<file path="src/rtl/cyclic_decode_pkg.sv">
// Shared definitions for the serial (7,4) cyclic code built on g(x) = x^3 + x + 1.
// Used by the decoder and the syndrome table; the feedback mask also serves the encoder side.
package cyclic_decode_pkg;

    typedef enum logic [1:0] {
        ST_IDLE = 2'b00,
        ST_RECV = 2'b01,
        ST_DEC  = 2'b10,
        ST_OUT  = 2'b11
    } dec_state_e;

    localparam int CW_LEN  = 7;
    localparam int MSG_LEN = 4;
    localparam int PAR_LEN = 3;

    // Low-order terms of g(x): x^3 folds back into x + 1.
    localparam logic [PAR_LEN-1:0] GEN_MASK = 3'b011;

    // One step of the division register: shift in the next bit, fold back on overflow.
    function automatic logic [PAR_LEN-1:0] syn_step(input logic [PAR_LEN-1:0] s, input logic bit_in);
        syn_step = {s[PAR_LEN-2:0], bit_in} ^ (s[PAR_LEN-1] ? GEN_MASK : '0);
    endfunction

endpackage

</file>
<file path="src/rtl/cyclic_syndrome_lut.sv">
// Maps a 3-bit syndrome to the degree of the single bit it implicates (x^d mod g(x)).
// Pure combinational so a detect-only checker can share it.
module cyclic_syndrome_lut
    import cyclic_decode_pkg::*;
(
    input  logic [2:0] syn,
    output logic       hit,
    output logic [2:0] deg
);

    always_comb begin
        hit = 1'b1;
        deg = 3'd0;
        case (syn)
            3'b001:  deg = 3'd0;
            3'b010:  deg = 3'd1;
            3'b100:  deg = 3'd2;
            3'b011:  deg = 3'd3;
            3'b110:  deg = 3'd4;
            3'b111:  deg = 3'd5;
            3'b101:  deg = 3'd6;
            default: hit = 1'b0;
        endcase
    end

endmodule

</file>
<file path="src/rtl/cyclic_decode.sv">
// Serial (7,4) cyclic decoder: accumulates the syndrome while the codeword streams in,
// then replays the four message bits with the single implicated bit optionally flipped.
module cyclic_decode
    import cyclic_decode_pkg::*;
#(
    parameter bit CORRECT_EN = 1'b1
) (
    input  logic clk,
    input  logic rst,
    input  logic start,
    input  logic din,
    input  logic din_valid,
    output logic dout,
    output logic dout_valid,
    output logic err_flag,
    output logic frame_done,
    output logic busy
);

    localparam logic [2:0] LAST_RX  = 3'(CW_LEN - 1);
    localparam logic [2:0] LAST_OUT = 3'(MSG_LEN - 1);
    localparam logic [2:0] TOP_DEG  = 3'(CW_LEN - 1);

    dec_state_e         state_q, state_d;
    logic [2:0]         cnt_q, cnt_d;
    logic [PAR_LEN-1:0] syn_q, syn_d;
    logic [CW_LEN-1:0]  cw_buf_q, cw_buf_d;
    logic               dout_q, dout_d;
    logic               dout_valid_q, dout_valid_d;
    logic               err_flag_q, err_flag_d;
    logic               frame_done_q, frame_done_d;

    logic       err_hit;
    logic [2:0] err_deg;
    logic [2:0] out_deg;

    // Syndrome is frozen from DEC onward, so the table output stays stable through OUT.
    cyclic_syndrome_lut u_lut (
        .syn (syn_q),
        .hit (err_hit),
        .deg (err_deg)
    );

    assign out_deg = TOP_DEG - cnt_q;

    always_comb begin
        state_d      = state_q;
        cnt_d        = cnt_q;
        syn_d        = syn_q;
        cw_buf_d     = cw_buf_q;
        dout_d       = 1'b0;
        dout_valid_d = 1'b0;
        err_flag_d   = err_flag_q;
        frame_done_d = 1'b0;

        case (state_q)
            ST_IDLE: begin
                err_flag_d = 1'b0;
                if (start) begin
                    state_d  = ST_RECV;
                    cnt_d    = '0;
                    syn_d    = '0;
                    cw_buf_d = '0;
                end
            end
            ST_RECV: begin
                if (din_valid) begin
                    cw_buf_d = {cw_buf_q[CW_LEN-2:0], din};
                    syn_d    = syn_step(syn_q, din);
                    if (cnt_q == LAST_RX) begin
                        state_d = ST_DEC;
                        cnt_d   = '0;
                    end else begin
                        cnt_d = cnt_q + 3'd1;
                    end
                end
            end
            ST_DEC: begin
                err_flag_d = err_hit;
                state_d    = ST_OUT;
                cnt_d      = '0;
            end
            ST_OUT: begin
                dout_valid_d = 1'b1;
                dout_d       = cw_buf_q[out_deg] ^ (CORRECT_EN && err_hit && (err_deg == out_deg));
                if (cnt_q == LAST_OUT) begin
                    // Drop to IDLE with the last bit so start is taken on the very next edge.
                    frame_done_d = 1'b1;
                    state_d      = ST_IDLE;
                    cnt_d        = '0;
                end else begin
                    cnt_d = cnt_q + 3'd1;
                end
            end
            default: state_d = ST_IDLE;
        endcase
    end

    always_ff @(posedge clk or posedge rst) begin
        if (rst) begin
            state_q      <= ST_IDLE;
            cnt_q        <= '0;
            syn_q        <= '0;
            cw_buf_q     <= '0;
            dout_q       <= 1'b0;
            dout_valid_q <= 1'b0;
            err_flag_q   <= 1'b0;
            frame_done_q <= 1'b0;
        end else begin
            state_q      <= state_d;
            cnt_q        <= cnt_d;
            syn_q        <= syn_d;
            cw_buf_q     <= cw_buf_d;
            dout_q       <= dout_d;
            dout_valid_q <= dout_valid_d;
            err_flag_q   <= err_flag_d;
            frame_done_q <= frame_done_d;
        end
    end

    assign dout       = dout_q;
    assign dout_valid = dout_valid_q;
    assign err_flag   = err_flag_q;
    assign frame_done = frame_done_q;
    assign busy       = (state_q != ST_IDLE);

endmodule

</file>
<file path="config.mk">
export PLATFORM = sky130hd
export DESIGN_NAME = cyclic_decode
export DESIGN_NICKNAME = d
export VERILOG_FILES = /design/src/rtl/cyclic_decode_pkg.sv /design/src/rtl/cyclic_syndrome_lut.sv /design/src/rtl/cyclic_decode.sv
export SDC_FILE = /design/constraint.sdc
export NUM_CORES = 1
export LEC_CHECK = 0
export ABC_AREA = 1
export ABC_CLOCK_PERIOD_IN_PS = 4440
export CORE_ASPECT_RATIO = 1.1
export CORE_UTILIZATION = 59
export CTS_CLUSTER_SIZE = 24
export DETAILED_ROUTE_END_ITERATION = 7
export PLACE_DENSITY = 0.82
export SYNTH_ARGS = -nofsm -noshare
export SYNTH_HDL_FRONTEND = slang
export SYNTH_HIERARCHICAL = 1
export SYNTH_SLANG_ARGS = --single-unit
</file>
<file path="constraint.sdc">
create_clock -name clk -period 4.44 [get_ports clk]
set_input_delay 0.888 -clock clk [delete_from_list [all_inputs] [get_ports clk]]
set_output_delay 0.888 -clock clk [all_outputs]
set_load 0.02 [all_outputs]
</file>
* Word level (Yosys, flattened, before mapping)
Cells that the tools add are included.
Cells by class: eq/ne operators 17, mux-type cells 25, order comparisons 1, add/subtract/negate cells 2, bitwise gates (word level) 2, reductions and logical operators 9
Operators by type and width (count):
- 3-bit case mux with 6 select lines | 1
- 3-bit == test, second input constant | 5
- 3-bit 2-to-1 mux | 5
- 7-bit 2-to-1 mux | 2
- 7-bit case mux with 2 select lines | 1
- 3-bit case mux with 4 select lines | 1
- 2-bit 2-to-1 mux | 5
- 3-bit by 2-bit == test with 1-bit output, second input constant | 3
- 2-bit inequality test, second input constant | 4
- 2-bit case mux with 4 select lines | 1
- 7-bit OR reduction | 1
- 1-bit 2-to-1 mux | 6
- 3-bit case mux with 2 select lines | 1
- 2-bit nonzero test | 3
- 2-bit == test, second input constant | 2
- 3-bit by 4-bit less-than comparator with 1-bit output, second input constant | 1
- 4-bit AND reduction | 1
- 3-bit by 1-bit adder with 3-bit output, second input constant | 1
- 1-bit binary-select mux with 3-bit select | 1
- 3-bit by 1-bit == test with 1-bit output, second input constant | 1
- 3-bit == test | 1
- 3-bit AND reduction | 1
- 3-bit subtractor, first input constant | 1
- 3-bit by 2-bit bitwise XOR with 3-bit output | 1
- 6 further kinds | 6
Word-level totals: register bits 19, output and inout port bits 5

* Logic depth before layout (Yosys ltp)
Gate-level depths: netlist of run 1.
depth in word-level cells 6, depth in mapped cells 11, mapped depth without buffers 11

* Modules after synthesis
Netlist of run 1, hierarchy kept.
Modules (own cells, without submodules):
- cyclic_decode | seq. area each 475.5 um2, cells each 119, area each 1013.5 um2, times used 1
- cyclic_syndrome_lut | seq. area each 0.0 um2, cells each 10, area each 41.3 um2, times used 1

* Worst setup path after synthesis of run 1
Ideal clock, no wire load.
kind reg-to-output, start point register state_q[0], end point output busy, slack 2.739 ns, arrival time 0.813 ns, stages on the path, launching flop included 4, data required time 3.552 ns, cells stage by stage dfrtp_1 -> inv_1 -> ha_1 -> inv_1
On the way: word-level cells in the longest chain between the ends 1
RTL lines:
- start: declaration | line cyclic_decode.sv:24 | dec_state_e state_q, state_d;
- start signal: assignment | line cyclic_decode.sv:110 | state_q <= state_d;
- 2-bit nonzero test | line cyclic_decode.sv:125 | assign busy = (state_q != ST_IDLE);
- end: declaration | line cyclic_decode.sv:17 | output logic busy
No other way between the ends.

* Worst setup path after layout of run 1
Ends and elaborated chain as after synthesis.

==> results.json, run 1 <==
{
  "outcome": "complete, no violations",
  "synth_area_um2": 1055,
  "ctsHoldBuffers": 0,
  "slew_viol_final": 0,
  "post-route-min-period_ns": 2.647,
  "reg2reg_depth": 10,
  "yosys_warnings": 6,
  "cpMaxStageDelayCell": "clkdlybuf4s50_1",
  "grt_pass1_wl_um": 3277,
  "clkTransAtPathRegs_ns": 0.12,
  "nFillCells": 131,
  "use_met1_pct": 25.37,
  "grt_pass1_vias": 816,
  "place_inst": 155,
  "crit_family": "buffers and inverters",
  "antenna_found_initial": 0,
  "worst_pin_slew_ns": 0.7336,
  "p_leak_nw": 0.5913,
  "clock.fmax_mhz": 377.8,
  "drive_gt1_share_pct": 7.042,
  "synth.avg_cell_area_um2": 8.176,
  "initial_core_util_pct": 65.35,
  "syn-num-nets": 143,
  "hpwl_um": 1446,
  "fin_tns_setup_ns": 0,
  "p_per_area_nw_per_um2": 622.1,
  "core_um2": 1614,
  "clock_tree.buffer_depth": 2,
  "crit_fanout": 4,
  "cp-startpoint": "state_q[0]",
  "hold_viol_final": 0,
  "maxCapViolations": 0,
  "area_delta_synth_final_pct": 13.17,
  "required_ns": 3.55,
  "timing.final.crit_share_pct": 59.62,
  "rows": 15,
  "yosys_register_bits": 19,
  "cts_resized": 0,
  "multi_input_area_um2": 466.7,
  "dr.pass1.iters": 4,
  "busiest_layer": "met2",
  "cts_tree": "done",
  "regToRegSetupSlack_ns": 2.62,
  "hold_path.startpoint": "cw_buf_q[4]",
  "skew_ns": 0.004461,
  "wl_per_cell_um": 12.32,
  "layout_commonest_cell": "nand2_1",
  "die_area_um2": 1961,
  "setup_viol": 0,
  "vdd_drop_max_mv": 0.4928,
  "portBuffers": 9,
  "crit_path_end_kind": "primary output",
  "crit_top_cell": "inv_1",
  "hold_path_class": "reg -> reg",
  "grt_max_degree": 20,
  "worst_ep_arrival_time_ns": 1.76,
  "cts_setup_buffers": 0,
  "stdcell_count": 159,
  "grt_use_met3_pct": 3.137,
  "wirelength_um": 1959,
  "nNetsFinal": 157,
  "rsz0062_at_grt": "no",
  "crit_buf_inv": 3,
  "r2r-end": "dout",
  "grt.total_usage_pct": 22.78,
  "via_count": 889,
  "grt-ovfl-total": 0,
  "synth_cells": 129,
  "path_cells": "inv_1, ha_1, inv_1, clkdlybuf4s50_1",
  "ioPinCount": 10,
  "numCtsBuffers": 3,
  "hold_ws_ns": 0.5517,
  "final_cell_mix": "nand2_1, inv_1, dfrtp_1",
  "crit_end": "busy",
  "cts.sinks": 19,
  "die_x_um": 42.32,
  "drcViolationCount": 0,
  "worstSkewPairLatency_ns": 0.31,
  "path_class": "reg -> out",
  "cts_max_level": 1,
  "drt-initial-drc-count": 25,
  "cp.depth": 4,
  "fp.dieH_um": 46.35,
  "seq_area_frac_synth_pct": 45.08,
  "regArea_um2": 475.5,
  "grt_use_met2_pct": 42.15,
  "ant_nets": 0,
  "root_buffer": "clkbuf_4",
  "slowest_delay_ns": 0.62,
  "max-slew-margin-rel_pct": 51.04,
  "start_kind": "flop",
  "yosys.cell_types.count": 16,
  "place_congestion": 0.8405,
  "r2r-start": "cnt_q[0]",
  "antenna_cells": 0,
  "via_per_inst": 5.591
}
[worst min-delay path: stages (launching register included)]
cell,delay [ns]
dfrtp_1,0.34
inv_1,0.06
o22ai_1,0.11
[synth_stat cells]
cell type  number  area, um2
dfrtp_1        19      475.5
nor2_1          5      18.77
a21oi_2         1      8.760
inv_1          27      101.4
o21ai_0         9      45.04
nand2_1        28      105.1
nand3_1         9      45.04
ha_1            9      112.6
o21a_1          1      7.510
a21oi_1         4      20.02
nand2_2         1      6.260
o211ai_1        1      7.510
xnor2_1         2      17.52
o22ai_1         9      56.30
o21ai_4         1      16.27
inv_2           3      11.26
[state kept, by name, indices dropped and copies added (netlist names)]
signal and count:
cnt_q 3, cw_buf_q 7, dout 1, dout_valid 1, err_flag 1, frame_done 1
state_q 2, syn_q 3
[cell type report]
type / count / area share, %
Tap cell: 17 / 1.782
Inverter: 30 / 9.434
Sequential cell: 19 / 39.83
Clock inverter: 1 / 0.4193
Clock buffer: 3 / 1.887
Multi-Input combinational cell: 80 / 39.10
Timing Repair Buffer: 9 / 7.547
[metrics by stage]
| stage | total power (W) | utilization, % | setup slack, ns | instance area, um2 |
|---|---|---|---|---|
| 6_report | 0.0007425 | 73.95 | 1.793 | 1194 |
| 5_1_grt | 0.0008077 | 73.95 | 1.711 | 1194 |
| 3_3_place_gp | 0.0006329 | 72.25 | 2.201 | 1166 |
| 2_1_floorplan | 0.0005478 | - | 2.739 | 1055 |
| 4_1_cts | 0.0007396 | 73.95 | 1.791 | 1194 |
| 3_5_place_dp | 0.0006503 | 72.25 | 2.145 | 1166 |
[logic make-up (layout without fill, tap and decap cells)]
kind of cell | after synthesis | in the layout | share of synthesized area, %
compound gates | 26 | 26 | 15.30
xor+xnor | 2 | 2 | 1.661
fa+ha+maj | 9 | 9 | 10.68
buf+inv | 30 | 43 | 10.68
flops | 19 | 19 | 45.08
simple gates | 43 | 43 | 16.61
[power by group]
part            total, W  switching, W  leakage [nW]  internal (W)
logic           0.000385      0.000241         0.318      0.000144
clock network  0.0000917     0.0000580        0.0177     0.0000336
registers       0.000266     0.0000425         0.256      0.000223
[worst min-delay path by stage]
stage	depth (start not counted)	end	slack, ns
6_report	2	cw_buf_q[4]	0.55
5_1_grt	2	cw_buf_q[4]	0.57
4_1_cts	2	cnt_q[1]	0.56
3_5_place_dp	2	cnt_q[1]	0.52
3_3_place_gp	2	cnt_q[1]	0.50
2_1_floorplan	2	cnt_q[1]	0.48
[routing by layer]
layer  share of wire [%]  vias up
li1                    -      437
met1                  44      420
met2                  49       27
met3                 4.2        5
met4                 1.8        0
met5                   0        -
Power figures use the tool's default switching activity.
==> inputs of run 2 (changes only) <==
--- a/config.mk
+++ b/config.mk
@@ -6,12 +6,12 @@
 export NUM_CORES = 1
 export LEC_CHECK = 0
 export ABC_AREA = 1
-export ABC_CLOCK_PERIOD_IN_PS = 4440
+export ABC_CLOCK_PERIOD_IN_PS = 2200
 export CORE_ASPECT_RATIO = 1.1
-export CORE_UTILIZATION = 59
+export CORE_UTILIZATION = 49
 export CTS_CLUSTER_SIZE = 24
 export DETAILED_ROUTE_END_ITERATION = 7
-export PLACE_DENSITY = 0.82
+export PLACE_DENSITY = 0.73
 export SYNTH_ARGS = -nofsm -noshare
 export SYNTH_HDL_FRONTEND = slang
 export SYNTH_HIERARCHICAL = 1
==> constraint.sdc (replaced) <==
create_clock -name clk -period 2.2 [get_ports clk]
set_input_delay 0.44 -clock clk [delete_from_list [all_inputs] [get_ports clk]]
set_output_delay 0.44 -clock clk [all_outputs]
set_load 0.02 [all_outputs]
==> run 2 against run 1 <==
  * Critical path depth up 6
  * Hold slack lost 0.086 ns
  * Combinational power grew 100%
  * Count of clock-buffer cells in the layout is 1 higher
  * Via count is 2.5% lower
  * Setup slack worse by 1.4 ns
  * Clock power rose by 89%
  * Critical endpoint is now dout
==> results.json, run 2 (synthesized netlist as in run 1, its figures left out) <==
{
  "outcome": "complete, no violations",
  "grt.total_usage_pct": 19.97,
  "wirelength_um": 1880,
  "via_per_inst": 5.070,
  "start_kind": "flop",
  "p_leak_nw": 0.5998,
  "clock.fmax_mhz": 549.9,
  "rows": 17,
  "slowest_delay_ns": 0.49,
  "cts_tree": "done",
  "hold_ws_ns": 0.4653,
  "required_ns": 2.38,
  "slew_viol_final": 0,
  "nNetsFinal": 158,
  "timing.final.crit_share_pct": 82.66,
  "drt-initial-drc-count": 13,
  "root_buffer": "clkbuf_4",
  "die_area_um2": 2342,
  "grt_max_degree": 20,
  "grt_pass1_vias": 847,
  "worst_pin_slew_ns": 0.4448,
  "grt_pass1_wl_um": 3456,
  "area_delta_synth_final_pct": 15.30,
  "maxCapViolations": 0,
  "crit_top_cell": "nand2_1",
  "vdd_drop_max_mv": 0.8356,
  "hold_viol_final": 0,
  "setup_viol": 0,
  "nFillCells": 182,
  "numCtsBuffers": 3,
  "largest_register_ff_count": 7,
  "worst_ep_arrival_time_ns": 2.00,
  "top_regs": "cw_buf_q: 7 flops, cnt_q: 3 flops, syn_q: 3 flops",
  "grt-ovfl-total": 0,
  "cts.sinks": 19,
  "hold_path_class": "in -> async",
  "clkTransAtPathRegs_ns": 0.11,
  "cpMaxStageDelayCell": "dfrtp_1",
  "skew_ns": 0.003829,
  "cts_max_level": 1,
  "worstSkewPairLatency_ns": 0.28,
  "p_per_area_nw_per_um2": 1223,
  "via_count": 867,
  "clock_tree.buffer_depth": 2,
  "die_x_um": 46.24,
  "core_um2": 2021,
  "crit_fanout": 8,
  "hpwl_um": 1434,
  "path_class": "reg -> reg",
  "place_congestion": 0.8793,
  "fp.dieH_um": 50.66,
  "rsz0062_at_grt": "no",
  "max-slew-margin-rel_pct": 70.35,
  "antenna_cells": 0,
  "antenna_found_initial": 0,
  "top_register": "cw_buf_q",
  "crit_family": "adder cells",
  "drcViolationCount": 0,
  "fin_tns_setup_ns": 0,
  "final_cell_mix": "nand2_1, inv_1, dfrtp_1",
  "post-route-min-period_ns": 1.818,
  "drive_gt1_share_pct": 6.993,
  "wl_per_cell_um": 10.99,
  "path_cells": "ha_1, ha_1, inv_1, nand2_1, nand2_1, nand2_1, nor2_1, nand3_1, nand2_1, nor2_1",
  "initial_core_util_pct": 52.20,
  "portBuffers": 9,
  "crit_path_end_kind": "flop",
  "crit_buf_inv": 1,
  "layout_commonest_cell": "nand2_1",
  "ioPinCount": 10,
  "dr.pass1.iters": 4,
  "ant_nets": 0
}
-- run 2: cell count changes in the layout (fill, tap and decap cells not counted), sizes merged --
cell / before / now
buf: 0 / 1
dlymetal6s2s: 0 / 1
clkdlybuf4s50: 9 / 8
clkbuf: 3 / 4
clkinv: 1 / 0
-- run 2: final cells by class --
class	instances	area [um2]	share of cell area, %
clock buffers	4	26.28	2.160
inverters	30	112.6	9.259
multi-input cells	80	466.7	38.37
flip-flops and latches	19	475.5	39.09
well taps	28	35.03	2.881
repair buffers	10	100.1	8.230
-- run 2: worst paths after layout --
| path | start | end | slack (ns) | cells after the start |
|---|---|---|---|---|
| max in group asynchronous | rst | cnt_q[2] | 1.54 | 3 |
| max | cnt_q[0] | dout | 0.38 | 10 |
| min in group clk | cnt_q[1] | cnt_q[1] | 0.55 | 2 |
| min reg2reg | cnt_q[1] | cnt_q[1] | 0.55 | 2 |
| max reg2reg | cnt_q[0] | dout | 0.38 | 10 |
| min | rst | err_flag | 0.47 | 3 |
-- run 2: routing by layer --
metal | vias up | global-route usage (%) | share of wire (%)
li1 | 436 | - | -
met1 | 405 | 27.19 | 45
met2 | 21 | 30.99 | 50
met3 | 5 | 3.597 | 3.1
met4 | 0 | 7.353 | 2.0
met5 | - | 0 | 0
-- run 2: timing repair --
item                       4_1_cts  5_1_grt
setup endpoints to repair        0        1
buffers inserted                 0        0
hold buffers                     0        0
resized for setup                0        1
-- run 2: power breakdown --
part | switching, W | internal (W) | total [W]
sequential | 0.0000837 | 0.000451 | 0.000535
combinational | 0.000491 | 0.000289 | 0.000780
clock | 0.000103 | 0.0000702 | 0.000173
-- run 2: per-stage QoR --
step	instances	util (%)	instance area (um2)	power (W)	setup WS, ns
after detailed placement	167	58.76	1187	0.001313	0.3652
after global routing	171	60.19	1216	0.001636	0.2317
after global placement	167	58.76	1187	0.001284	0.4069
after floorplan	129	-	1055	0.001106	0.6198
final	171	60.19	1216	0.001488	0.3815
after CTS	171	60.06	1214	0.001485	0.04145
-- run 2: worst min-delay path: stages --
cell	delay [ns]
clkdlybuf4s50_1	0.40
inv_1	0.05
buf_4	0.25
